==> config.mk <==
export PLATFORM = sky130hd
export DESIGN_NAME = mips_mem_loader_flat
export DESIGN_NICKNAME = d
export VERILOG_FILES = /design/src/rtl/mem_pkg.sv /design/src/rtl/mips_mem_loader_if.sv /design/src/rtl/byte_packer.sv /design/src/rtl/mips_mem_loader.sv /design/src/flat_wrapper.sv
export SDC_FILE = /design/constraint.sdc
export NUM_CORES = 2
export LEC_CHECK = 0
export BUFFER_PORTS_ARGS = -buffer_cell sky130_fd_sc_hd__buf_2
export CORE_MARGIN = 1.5
export CORE_UTILIZATION = 55
export DETAILED_ROUTE_END_ITERATION = 8
export GPL_TIMING_DRIVEN = 0
export PLACE_DENSITY = 0.71
export SYNTH_ARGS = -nofsm -noshare
export SYNTH_HDL_FRONTEND = slang
export SYNTH_SLANG_ARGS = --single-unit
==> constraint.sdc <==
create_clock -name clk -period 7.55 [get_ports clk]
set_clock_uncertainty 0.1 [all_clocks]
set_input_delay 0.3775 -clock clk [delete_from_list [all_inputs] [get_ports clk]]
set_output_delay 0.3775 -clock clk [all_outputs]
set_load 0.02 [all_outputs]
==> src/rtl/mem_pkg.sv <==
// Shared types and constants for the MIPS memory responder and its program loader.
package mem_pkg;

  typedef enum logic [1:0] {
    WAIT_START = 2'd0,
    LOAD       = 2'd1,
    RUN        = 2'd2
  } ld_state_t;

  localparam logic [31:0] DEFAULT_MMIO_ADDR = 32'h0000_FFFC;
  localparam logic [31:0] ZERO_WORD         = 32'h0000_0000;

  // Lane 0 is the most significant byte: the stream is big-endian.
  function automatic logic [31:0] place_byte(input logic [1:0] lane, input logic [7:0] b);
    logic [31:0] w;
    case (lane)
      2'd0:    w = {b, 24'h0};
      2'd1:    w = {8'h0, b, 16'h0};
      2'd2:    w = {16'h0, b, 8'h0};
      default: w = {24'h0, b};
    endcase
    return w;
  endfunction

endpackage

==> src/rtl/mips_mem_loader_if.sv <==
// Core memory bus plus loader byte stream; master is the core/loader side, slave is the memory.
interface mips_mem_loader_if;

  logic [31:0] adr;
  logic [31:0] writedata;
  logic        memwrite;
  logic [31:0] readdata;

  logic        ld_start;
  logic        ld_valid;
  logic [7:0]  ld_data;
  logic        ld_last;
  logic        ld_ready;

  modport master (
    output adr, writedata, memwrite, ld_start, ld_valid, ld_data, ld_last,
    input  readdata, ld_ready
  );

  modport slave (
    input  adr, writedata, memwrite, ld_start, ld_valid, ld_data, ld_last,
    output readdata, ld_ready
  );

endinterface

==> src/rtl/byte_packer.sv <==
// Assembles accepted loader bytes into big-endian 32-bit words; a last byte flushes a
// partial word with its missing low bytes zero-filled.
module byte_packer
  import mem_pkg::*;
(
  input  logic        clk,
  input  logic        reset,
  input  logic        clear,
  input  logic        in_valid,
  input  logic [7:0]  in_data,
  input  logic        in_last,
  output logic [31:0] word,
  output logic        word_valid,
  output logic        partial
);

  logic [1:0]  cnt_q, cnt_d;
  logic [31:0] asm_q, asm_d;
  logic [31:0] merged;

  assign merged     = asm_q | place_byte(cnt_q, in_data);
  assign word       = merged;
  assign word_valid = in_valid & ((cnt_q == 2'd3) | in_last);
  assign partial    = in_valid & in_last & (cnt_q != 2'd3);

  always_comb begin
    // NOTE: every combinational output gets a default first so no path leaves it unassigned (no latch).
    cnt_d = cnt_q;
    asm_d = asm_q;
    if (clear) begin
      cnt_d = 2'd0;
      asm_d = ZERO_WORD;
    end else if (in_valid) begin
      if (word_valid) begin
        cnt_d = 2'd0;
        asm_d = ZERO_WORD;
      end else begin
        cnt_d = cnt_q + 2'd1;
        asm_d = merged;
      end
    end
  end

  // NOTE: state registers use non-blocking assignment so every flop samples pre-edge values.
  always_ff @(posedge clk or posedge reset) begin
    if (reset) begin
      cnt_q <= 2'd0;
      asm_q <= ZERO_WORD;
    end else begin
      cnt_q <= cnt_d;
      asm_q <= asm_d;
    end
  end

endmodule

==> src/rtl/mips_mem_loader.sv <==
// Unified instruction/data RAM for the multicycle MIPS core, with a byte-stream program
// loader that holds the core in reset while an image streams in, plus one MMIO output register.
module mips_mem_loader
  import mem_pkg::*;
#(
  parameter int          DEPTH_WORDS = 64,
  parameter logic [31:0] MMIO_ADDR   = DEFAULT_MMIO_ADDR,
  localparam int         ADDR_W      = $clog2(DEPTH_WORDS)
) (
  input  logic              clk,
  input  logic              reset,
  mips_mem_loader_if.slave  bus,
  output logic              cpu_reset,
  output logic              ld_error,
  output logic [ADDR_W:0]   ld_words,
  output logic [31:0]       io_out,
  output logic              io_strobe
);

  localparam logic [ADDR_W:0] FULL_PTR = (ADDR_W + 1)'(DEPTH_WORDS);

  ld_state_t         state_q, state_d;
  logic              cpu_reset_q, cpu_reset_d;
  logic              ld_error_q, ld_error_d;
  logic [ADDR_W:0]   wptr_q, wptr_d;
  logic [31:0]       io_out_q, io_out_d;
  logic              io_strobe_q, io_strobe_d;

  logic [31:0]       mem_q [DEPTH_WORDS];

  logic              ld_ready, accept, enter_load;
  logic [31:0]       pk_word;
  logic              pk_valid, pk_partial;
  logic              ptr_full, ld_write;
  logic              in_ram, is_mmio, core_we;
  logic              ram_we;
  logic [ADDR_W-1:0] ram_addr;
  logic [31:0]       ram_wdata;
  logic              unused_adr_lsbs;

  assign ld_ready   = (state_q == LOAD);
  assign accept     = bus.ld_valid & ld_ready;
  assign enter_load = bus.ld_start & (state_q != LOAD);

  byte_packer u_packer (
    .clk        (clk),
    .reset      (reset),
    .clear      (enter_load),
    .in_valid   (accept),
    .in_data    (bus.ld_data),
    .in_last    (bus.ld_last),
    .word       (pk_word),
    .word_valid (pk_valid),
    .partial    (pk_partial)
  );

  assign ptr_full = (wptr_q == FULL_PTR);
  assign ld_write = pk_valid & ~ptr_full;

  always_comb begin
    state_d = state_q;
    case (state_q)
      WAIT_START: if (bus.ld_start) state_d = LOAD;
      LOAD:       if (accept && bus.ld_last) state_d = RUN;
      RUN:        if (bus.ld_start) state_d = LOAD;
      default:    state_d = WAIT_START;
    endcase
    // The core leaves reset on the very edge that accepts the final byte.
    cpu_reset_d = (state_d != RUN);
  end

  always_comb begin
    wptr_d     = wptr_q;
    ld_error_d = ld_error_q;
    if (enter_load) begin
      wptr_d     = '0;
      ld_error_d = 1'b0;
    end else if (pk_valid) begin
      if (ptr_full) ld_error_d = 1'b1;
      else          wptr_d     = wptr_q + (ADDR_W + 1)'(1);
      if (pk_partial) ld_error_d = 1'b1;
    end
  end

  assign in_ram          = (bus.adr[31:ADDR_W+2] == '0);
  assign is_mmio         = (bus.adr[31:2] == MMIO_ADDR[31:2]);
  assign core_we         = bus.memwrite & ~cpu_reset_q;
  assign unused_adr_lsbs = ^bus.adr[1:0];

  always_comb begin
    io_out_d    = io_out_q;
    io_strobe_d = 1'b0;
    if (core_we && is_mmio) begin
      io_out_d    = bus.writedata;
      io_strobe_d = 1'b1;
    end
  end

  // Loader and core never write together: the loader only writes in LOAD, the core only in RUN.
  always_comb begin
    ram_we    = ld_write | (core_we & in_ram);
    ram_addr  = ld_write ? wptr_q[ADDR_W-1:0] : bus.adr[ADDR_W+1:2];
    ram_wdata = ld_write ? pk_word : bus.writedata;
  end

  always_comb begin
    bus.readdata = ZERO_WORD;
    if (in_ram)       bus.readdata = mem_q[bus.adr[ADDR_W+1:2]];
    else if (is_mmio) bus.readdata = io_out_q;
  end

  assign bus.ld_ready = ld_ready;

  always_ff @(posedge clk or posedge reset) begin
    if (reset) begin
      state_q     <= WAIT_START;
      cpu_reset_q <= 1'b1;
      ld_error_q  <= 1'b0;
      wptr_q      <= '0;
      io_out_q    <= ZERO_WORD;
      io_strobe_q <= 1'b0;
    end else begin
      state_q     <= state_d;
      cpu_reset_q <= cpu_reset_d;
      ld_error_q  <= ld_error_d;
      wptr_q      <= wptr_d;
      io_out_q    <= io_out_d;
      io_strobe_q <= io_strobe_d;
    end
  end

  // NOTE: the RAM array has no reset; its contents survive a reset so a reload can be partial.
  always_ff @(posedge clk) begin
    if (ram_we) mem_q[ram_addr] <= ram_wdata;
  end

  assign cpu_reset = cpu_reset_q;
  assign ld_error  = ld_error_q;
  assign ld_words  = wptr_q;
  assign io_out    = io_out_q;
  assign io_strobe = io_strobe_q;

endmodule

==> src/flat_wrapper.sv <==
// flat-port wrapper written by rule: the top's interface ports become plain ports
module mips_mem_loader_flat import mem_pkg::*;
#(
  parameter int          DEPTH_WORDS = 64,
  parameter logic [31:0] MMIO_ADDR   = DEFAULT_MMIO_ADDR,
  localparam int         ADDR_W      = $clog2(DEPTH_WORDS)
)
  (clk, reset, cpu_reset, ld_error, ld_words, io_out, io_strobe, bus_adr, bus_writedata, bus_memwrite, bus_ld_start, bus_ld_valid, bus_ld_data, bus_ld_last, bus_readdata, bus_ld_ready);
  mips_mem_loader_if bus_i ();
  input  logic clk;
  input  logic reset;
  output logic cpu_reset;
  output logic ld_error;
  output logic [ADDR_W:0] ld_words;
  output logic [31:0] io_out;
  output logic io_strobe;
  input wire logic [$bits(bus_i.adr)-1:0] bus_adr;
  input wire logic [$bits(bus_i.writedata)-1:0] bus_writedata;
  input wire logic [$bits(bus_i.memwrite)-1:0] bus_memwrite;
  input wire logic [$bits(bus_i.ld_start)-1:0] bus_ld_start;
  input wire logic [$bits(bus_i.ld_valid)-1:0] bus_ld_valid;
  input wire logic [$bits(bus_i.ld_data)-1:0] bus_ld_data;
  input wire logic [$bits(bus_i.ld_last)-1:0] bus_ld_last;
  output wire logic [$bits(bus_i.readdata)-1:0] bus_readdata;
  output wire logic [$bits(bus_i.ld_ready)-1:0] bus_ld_ready;
  assign bus_i.adr = bus_adr;
  assign bus_i.writedata = bus_writedata;
  assign bus_i.memwrite = bus_memwrite;
  assign bus_i.ld_start = bus_ld_start;
  assign bus_i.ld_valid = bus_ld_valid;
  assign bus_i.ld_data = bus_ld_data;
  assign bus_i.ld_last = bus_ld_last;
  assign bus_readdata = bus_i.readdata;
  assign bus_ld_ready = bus_i.ld_ready;
  mips_mem_loader #(.DEPTH_WORDS(DEPTH_WORDS), .MMIO_ADDR(MMIO_ADDR)) u_core (.clk(clk), .reset(reset), .bus(bus_i), .cpu_reset(cpu_reset), .ld_error(ld_error), .ld_words(ld_words), .io_out(io_out), .io_strobe(io_strobe));
endmodule
Word level (Yosys, flattened, before mapping)
Memories as Yosys holds them, arrays and structs flattened.
Cells that the tools add are included.
{"block": "op_classes", "n_addsub": 2, "n_eq_ne": 11, "mux": 24, "n_bitwise": 13, "n_reduce_logical": 11}
{"operator": "$mux W32", "n": 6}
{"operator": "$pmux W32 S3", "n": 1}
{"operator": "$or A32 B32 Y32", "n": 1}
{"operator": "$eq A30 B14 Y1 const B", "n": 1}
{"operator": "$logic_not A24 Y1", "n": 1}
{"operator": "$mux W7", "n": 3}
{"operator": "$mux W2", "n": 5}
{"operator": "$and A1 B1 Y1", "n": 8}
{"operator": "$add A7 B1 Y7 const B", "n": 1}
{"operator": "$eq A7 B7 Y1 const B", "n": 1}
{"operator": "$mux W1", "n": 7}
{"operator": "$eq A2 B2 Y1 const B", "n": 3}
{"operator": "$mux W6", "n": 1}
{"operator": "$eq A2 B1 Y1 const B", "n": 2}
{"operator": "$logic_not A2 Y1", "n": 2}
{"operator": "$ne A2 B1 Y1 const B", "n": 2}
{"operator": "$ne A2 B2 Y1 const B", "n": 2}
{"operator": "$pmux W2 S2", "n": 1}
{"operator": "$reduce_and A2 Y1", "n": 2}
{"operator": "$reduce_bool A2 Y1", "n": 2}
{"operator": "$reduce_bool A3 Y1", "n": 1}
{"operator": "$add A2 B1 Y2 const B", "n": 1}
{"operator": "$logic_and A1 B1 Y1", "n": 2}
{"operator": "$not A1 Y1", "n": 2}
{"operator": "2 further kinds", "n": 3}
{"block": "totals", "regBits": 78, "ram_bits": 2048, "inputBits": 78, "out_inout_bits": 75, "wordCells": 70, "mem_count": 1}
{"name": "u_core.mem_q", "depth": 64, "width": 32, "rd": 1, "rd_clocked_by_memory_dff": 0, "write_ports": 1, "line_no": "mips_mem_loader.sv:29", "text": "logic [31:0] mem_q [DEPTH_WORDS];"}

Longest topological paths before layout
{"block": "logic_depth", "ltp_word": 7, "depth_mapped": 10, "depth_no_buf": 6}

Hierarchy
Synthesis repeated with hierarchy kept, for this count alone.
{"block": "hier_totals", "hier_cells": 4184, "area_unflattened_um2": 83375.0}
{"module": "mips_mem_loader", "instances": 1, "cells_each": 4039, "area_per_inst_um2": 81722.1, "seq_area_each_um2": 62601.3}
{"module": "byte_packer", "instances": 1, "cells_each": 145, "area_per_inst_um2": 1652.8, "seq_area_each_um2": 850.8}

Worst setup path before layout
Ideal clock, no wire load.
{"block": "synth_timing", "path_kind": "register to register", "start": "reg u_core.wptr_q[0] (netlist: u_core.ld_words[0])", "end": "mem u_core.mem_q[0][13], data pin", "setup_time_ps": 701, "arrival_time_ps": 3980, "required_time_ps": 6749, "setup_slack_ps": 2768, "stages_incl_launch_ff": 8, "n_path_buf": 2, "period_less_slack_ps": 4782, "path_cell_list": "dfrtp_1 -> inv_1 -> ha_1 -> nand4b_1 -> nand2_1 -> buf_4 -> clkbuf_1 -> o21ai_0"}
{"block": "synth_between", "elab_chain_len": 4}
{"item": "start, declared", "line_no": "mips_mem_loader.sv:25", "text": "logic [ADDR_W:0] wptr_q, wptr_d;"}
{"item": "start signal, assigned", "line_no": "mips_mem_loader.sv:126", "text": "wptr_q <= wptr_d;"}
{"item": "$eq A7 B7 Y1", "line_no": "mips_mem_loader.sv:57", "text": "assign ptr_full = (wptr_q == FULL_PTR);"}
{"item": "$not A1 Y1", "line_no": "mips_mem_loader.sv:58", "text": "assign ld_write = pk_valid & ~ptr_full;"}
{"item": "$and A1 B1 Y1", "line_no": "mips_mem_loader.sv:58"}
{"item": "$mux W32", "line_no": "mips_mem_loader.sv:103", "text": "ram_wdata = ld_write ? pk_word : bus.writedata;"}
{"item": "net u_core.ram_wdata[13]", "line_no": "mips_mem_loader.sv:38", "text": "logic [31:0] ram_wdata;"}
{"item": "end, declared", "line_no": "mips_mem_loader.sv:29"}
The timed path passes the listed nets, and every way through them passes these cells.

Final worst setup path
{"block": "layout_timing", "start": "in bus_adr[4]", "end": "out bus_readdata[14]"}
{"block": "layout_between", "elab_chain_len": 3, "elab_cells_between_ends": 4, "cone_classes": "1 x eq/ne; 2 x mux; 1 x memory"}
{"item": "start, declared", "line_no": "flat_wrapper.sv:17", "text": "input wire logic [$bits(bus_i.adr)-1:0] bus_adr;"}
{"item": "branches (longest 2 deep; another with $mem_v2 Z64 W32)"}
{"item": "$mux W32 (*)", "line_no": "mips_mem_loader.sv:108", "text": "if (in_ram) bus.readdata = mem_q[bus.adr[ADDR_W+1:2]];"}
{"item": "end, declared", "line_no": "flat_wrapper.sv:24", "text": "output wire logic [$bits(bus_i.readdata)-1:0] bus_readdata;"}
Mark *: on every way between the ends.

==> metrics list <==
- The run finished with clean final reports.
* Worst Path Buf+Inv: 6
- In the global route stage, overall resource usage came out at 32.0%.
- In this run the tightest slew margin relative to its limit is 5.26%.
- At the pin with the least slew margin, the transition time is 1.38 ns.
- Dividing total power by cell area gives a power density of 261 nW/µm².
- Number of standard cells in the layout, taps in and fillers out: 6924
* Yosys Warn Count: 0
* Net Switching: 5.96 mW
- The final layout contains routed wiring with a total length of 244 mm.
- Post-layout minimum cycle time: 4.98 ns
- Max Freq: 0.201 GHz
- Net switching is 23.4% of the power.
- The total count of max-transition violations in the final report is 0.
- Synth Flop Type: edfxtp_1
- Of the synthesized area, sequential elements account for 76.3%.
* Gate family responsible for the most delay along the worst path: buffers and inverters
- Worst hold path class: in2reg
- Once layout is complete, the utilization of the core stands at 65.1%.
- Detailed-router iteration count before antenna repair: 9
- Die width: 392 µm
- The initial utilization of the core area, before any placement, comes to 55.4%.
- The clock network accounts for 38.0% of the total power.
- Max-cap violation count: 0
- Maximum number of pins on one net before global-route repair: 50
* Clock latency on the worst-skew pair: 0.83 ns
- I/O pins: 153
- Number of buffers inserted during clock tree synthesis: 201
- Routability-driven placement finished with a final weighted congestion of 0.970.
- With fillers left out, the area of the finished cells amounts to 97600 µm².
- The clock drives 2126 sinks.
* Count of flip-flops with a built-in enable after synthesis: 2048
- The clock passes through at most 3 buffers.
- Syn_nets: 4138
- Setup violations remaining at the end of the flow were counted as 0.
- P&R area growth vs syn: 17.5%
- Post-synthesis compound-gate area fraction: 4.44%
- Summed over all nets, the half-perimeter wirelength after detailed placement is 174 mm.
* Number of instances in the synthesized netlist: 4053
- Counting tap cells, the placed design contains a total of 6510 instances.
- The synthesized design spends more area on one cell type than any other, namely edfxtp_1.
- CTS built an H-tree with a depth of 4.
* Synth cell count leaders: 2048 x edfxtp_1, 378 x mux4_2, 266 x mux2i_1, 184 x a21oi_1, 125 x mux2_2
- Core Area: 150000 µm²
* Initial antenna violation count: 16
* Worst voltage drop across the vdd grid: 182 µV
* Post-route fraction of the period consumed by the critical path: 65.9%
- Share of final-layout standard cells stronger than drive strength 1: 30.5%
- STA puts the critical path data arrival time at 4.50 ns.
* Fin Hold WS: 0.0745 ns
- By area, the combinational part of the netlist is dominated by multiplexers.
- Placed Area: 90900 µm²
* Area share of the largest cell type after synthesis: 74.0%
* Most numerous cell in the Yosys netlist: edfxtp_1
* Via count of the first global-routing pass: 44400
- The share of total power dissipated in combinational logic is 9.2%.
- After synthesis, the mean cell area works out to 20.5 µm².
- Leakage power: 32.5 nW
* Critical Path Start Type: input pin
- Cell-by-cell trace of the critical path: buf_2 > buf_2 > buf_4 > buf_2 > buf_2 > mux2i_1 > a22oi_1 > nand4_1 > a21oi_1 > buf_2
- By instance count, the cell type seen most on the critical path is buf_2.
- For the worst setup path, the data required time is 7.07 ns.
- Share of flip-flops with an asynchronous set or reset after synthesis: 3.67%
- DRC violation count after routing: 0
- PortBufs: 139
- Parity-gate share of the synthesized area counting xor and xnor cells: 0.0527%
- For this run, the post-layout net count is 4828.
* CTS tree: done
* Adder and majority gate portion of the synthesized area: 0.105%
- CTS placed an instance of clkbuf_16 at the clock tree root.
* Vias per cell: 6.72
- Number of routed nets with antenna violations: 0
* Critical Path Sink Type: output port
* Worst setup path category: in2out
* Wire length of the first global-routing pass: 337 mm
- Largest cells by area after synthesis: edfxtp_1 74%, mux4_2 10%, mux2i_1 3.2%, dfrtp_1 2.3%, mux2_2 1.7%
* Number of cell rows: 142
- For this design, the slowest cell found on the critical path is a22oi_1.
* Routed length per placed instance: 35.2 µm
- The number of hold-slack violations in the final timing report was 0.
- Of the post-synthesis cell area, the part taken by muxes is 15.3%.
* Cell area after technology mapping: 83100 µm²
- Int Pwr: 19.5 mW
- In this run, the number of DRC markers left after iteration 0 of detailed routing was 7388.
- After clock tree synthesis, the clock-pin slew on the worst setup and hold paths is 0.06 ns.
- Die ar.: 153000 µm²
- Count of unique library cells instantiated by Yosys: 62
- Part of the total power dissipated in sequential elements: 52.7%
* Max stage delay on crit path: 0.82 ns
* Total via count after detailed routing: 46500
- Number of synthesized register bits: 2126
- Maximum fanout along the worst path: 10
- Once the clock tree was built, the setup fixing pass inserted 0 buffers.
- Post-synthesis simple-gate area fraction: 1.92%
- After global routing the overflow that remains totals 0.
- Unrepaired setup endpoints after global routing: false
- The die is 392 µm tall.
[power by group through the flow]
stage / Sequential (mW) / Combinational, mW / Clock [mW]
after global placement: 13.9 / 1.89 / 0
final: 13.4 / 2.35 / 9.70
after detailed placement: 13.7 / 2.25 / 0
after floorplan: 13.8 / 1.08 / 0
after CTS: 13.4 / 2.28 / 9.76
after global routing: 13.4 / 2.42 / 10.2
[worst reg2reg max path: stages (launching register included)]
cell      delay (ns)
dfrtp_1         0.42
buf_2           0.20
nor3_1          0.36
nand4b_1        0.39
nand2_1         0.20
buf_4           0.23
buf_2           0.41
a21oi_1         0.44
nor3_2          0.90
buf_6           0.28
buf_6           0.19
buf_6           0.19
[metal layers]
| metal | global-route usage, % | share of wire (%) | up-vias | routed length (µm) |
|---|---|---|---|---|
| met3 | 9.85 | 14 | 570 | 34800 |
| met5 | 0 | 0.028 | - | 68 |
| li1 | - | - | 18300 | - |
| met4 | 14.4 | 5.1 | 10 | 12500 |
| met1 | 44.5 | 36 | 24100 | 88700 |
| met2 | 46.9 | 44 | 3573 | 108000 |
[cell type report]
class	instances	area [µm²]
Buffer	259	1530
Timing Repair Buffer	487	5030
Clock buffer	258	5410
Antenna cell	5	12.5
Inverter	12	47.5
Clock inverter	105	830
Fill cell	9664	52300
Sequential cell	2126	63500
Tap cell	2016	2520
Multi-Input combinational cell	1656	18800
[final timing paths]
kind,slack [ns],endpoint,depth (start not counted),start
worst max-delay path,2.57,bus_readdata[14],10,bus_adr[4]
worst min-delay path,0.07,u_core.io_out[9],5,bus_adr[9]
worst max register to register,2.95,u_core.mem_q[53][14],11,u_core.ld_words[3]
worst min register to register,0.40,u_core.u_packer.asm_q[25],2,u_core.u_packer.asm_q[25]
max in group asynchronous,6.13,u_core.state_q[0],5,reset
min in group asynchronous,0.59,u_core.io_out[14],4,reset
[flip-flops by register name, summed over array words and instances (netlist names)]
name / flops
u_core.cpu_reset: 1
u_core.state_q: 2
u_core.io_strobe: 1
u_core.u_packer.cnt_q: 2
u_core.u_packer.asm_q: 32
u_core.ld_words: 7
u_core.ld_error: 1
u_core.io_out: 32
u_core.mem_q: 2048
[stage by stage]
| step | setup slack [ns] | TNS, ns | power [mW] |
|---|---|---|---|
| 4_1_cts | 2.76 | 0 | 25.5 |
| 5_1_grt | 2.57 | 0 | 26.1 |
| 2_1_floorplan | 2.77 | 0 | 14.9 |
| 6_report | 2.57 | 0 | 25.5 |
| 3_5_place_dp | 2.76 | 0 | 15.9 |
| 3_3_place_gp | -2.83 | -4020.83 | 15.8 |
[timing repair]
action / in CTS / in global routing
resized for setup: 0 / 0
hold buffers: 46 / 0
endpoints found under the hold margin: 163 / 0
[cell usage in the layout, fill, tap and decap left out, drive strengths merged, types with 71 or more instances in the layout]
cell / synthesis / final
a22oi: 100 / 100
dfrtp: 77 / 77
mux4: 378 / 378
clkinv: 0 / 87
a21oi: 184 / 184
edfxtp: 2048 / 2048
clkbuf: 94 / 352
mux2i: 266 / 266
mux2: 134 / 134
buf: 165 / 606
nor3: 73 / 73
nor2: 71 / 71
[cells by family after synthesis]
kind of cell | after synthesis
buffers and inverters | 271
XOR/XNOR | 5
multiplexers | 778
flip-flops | 2126
AO/OA/AOI/OAI | 546
AND/OR/NAND/NOR | 320
adder cells (fa/ha/maj) | 7
Power figures use the tool's default switching activity.
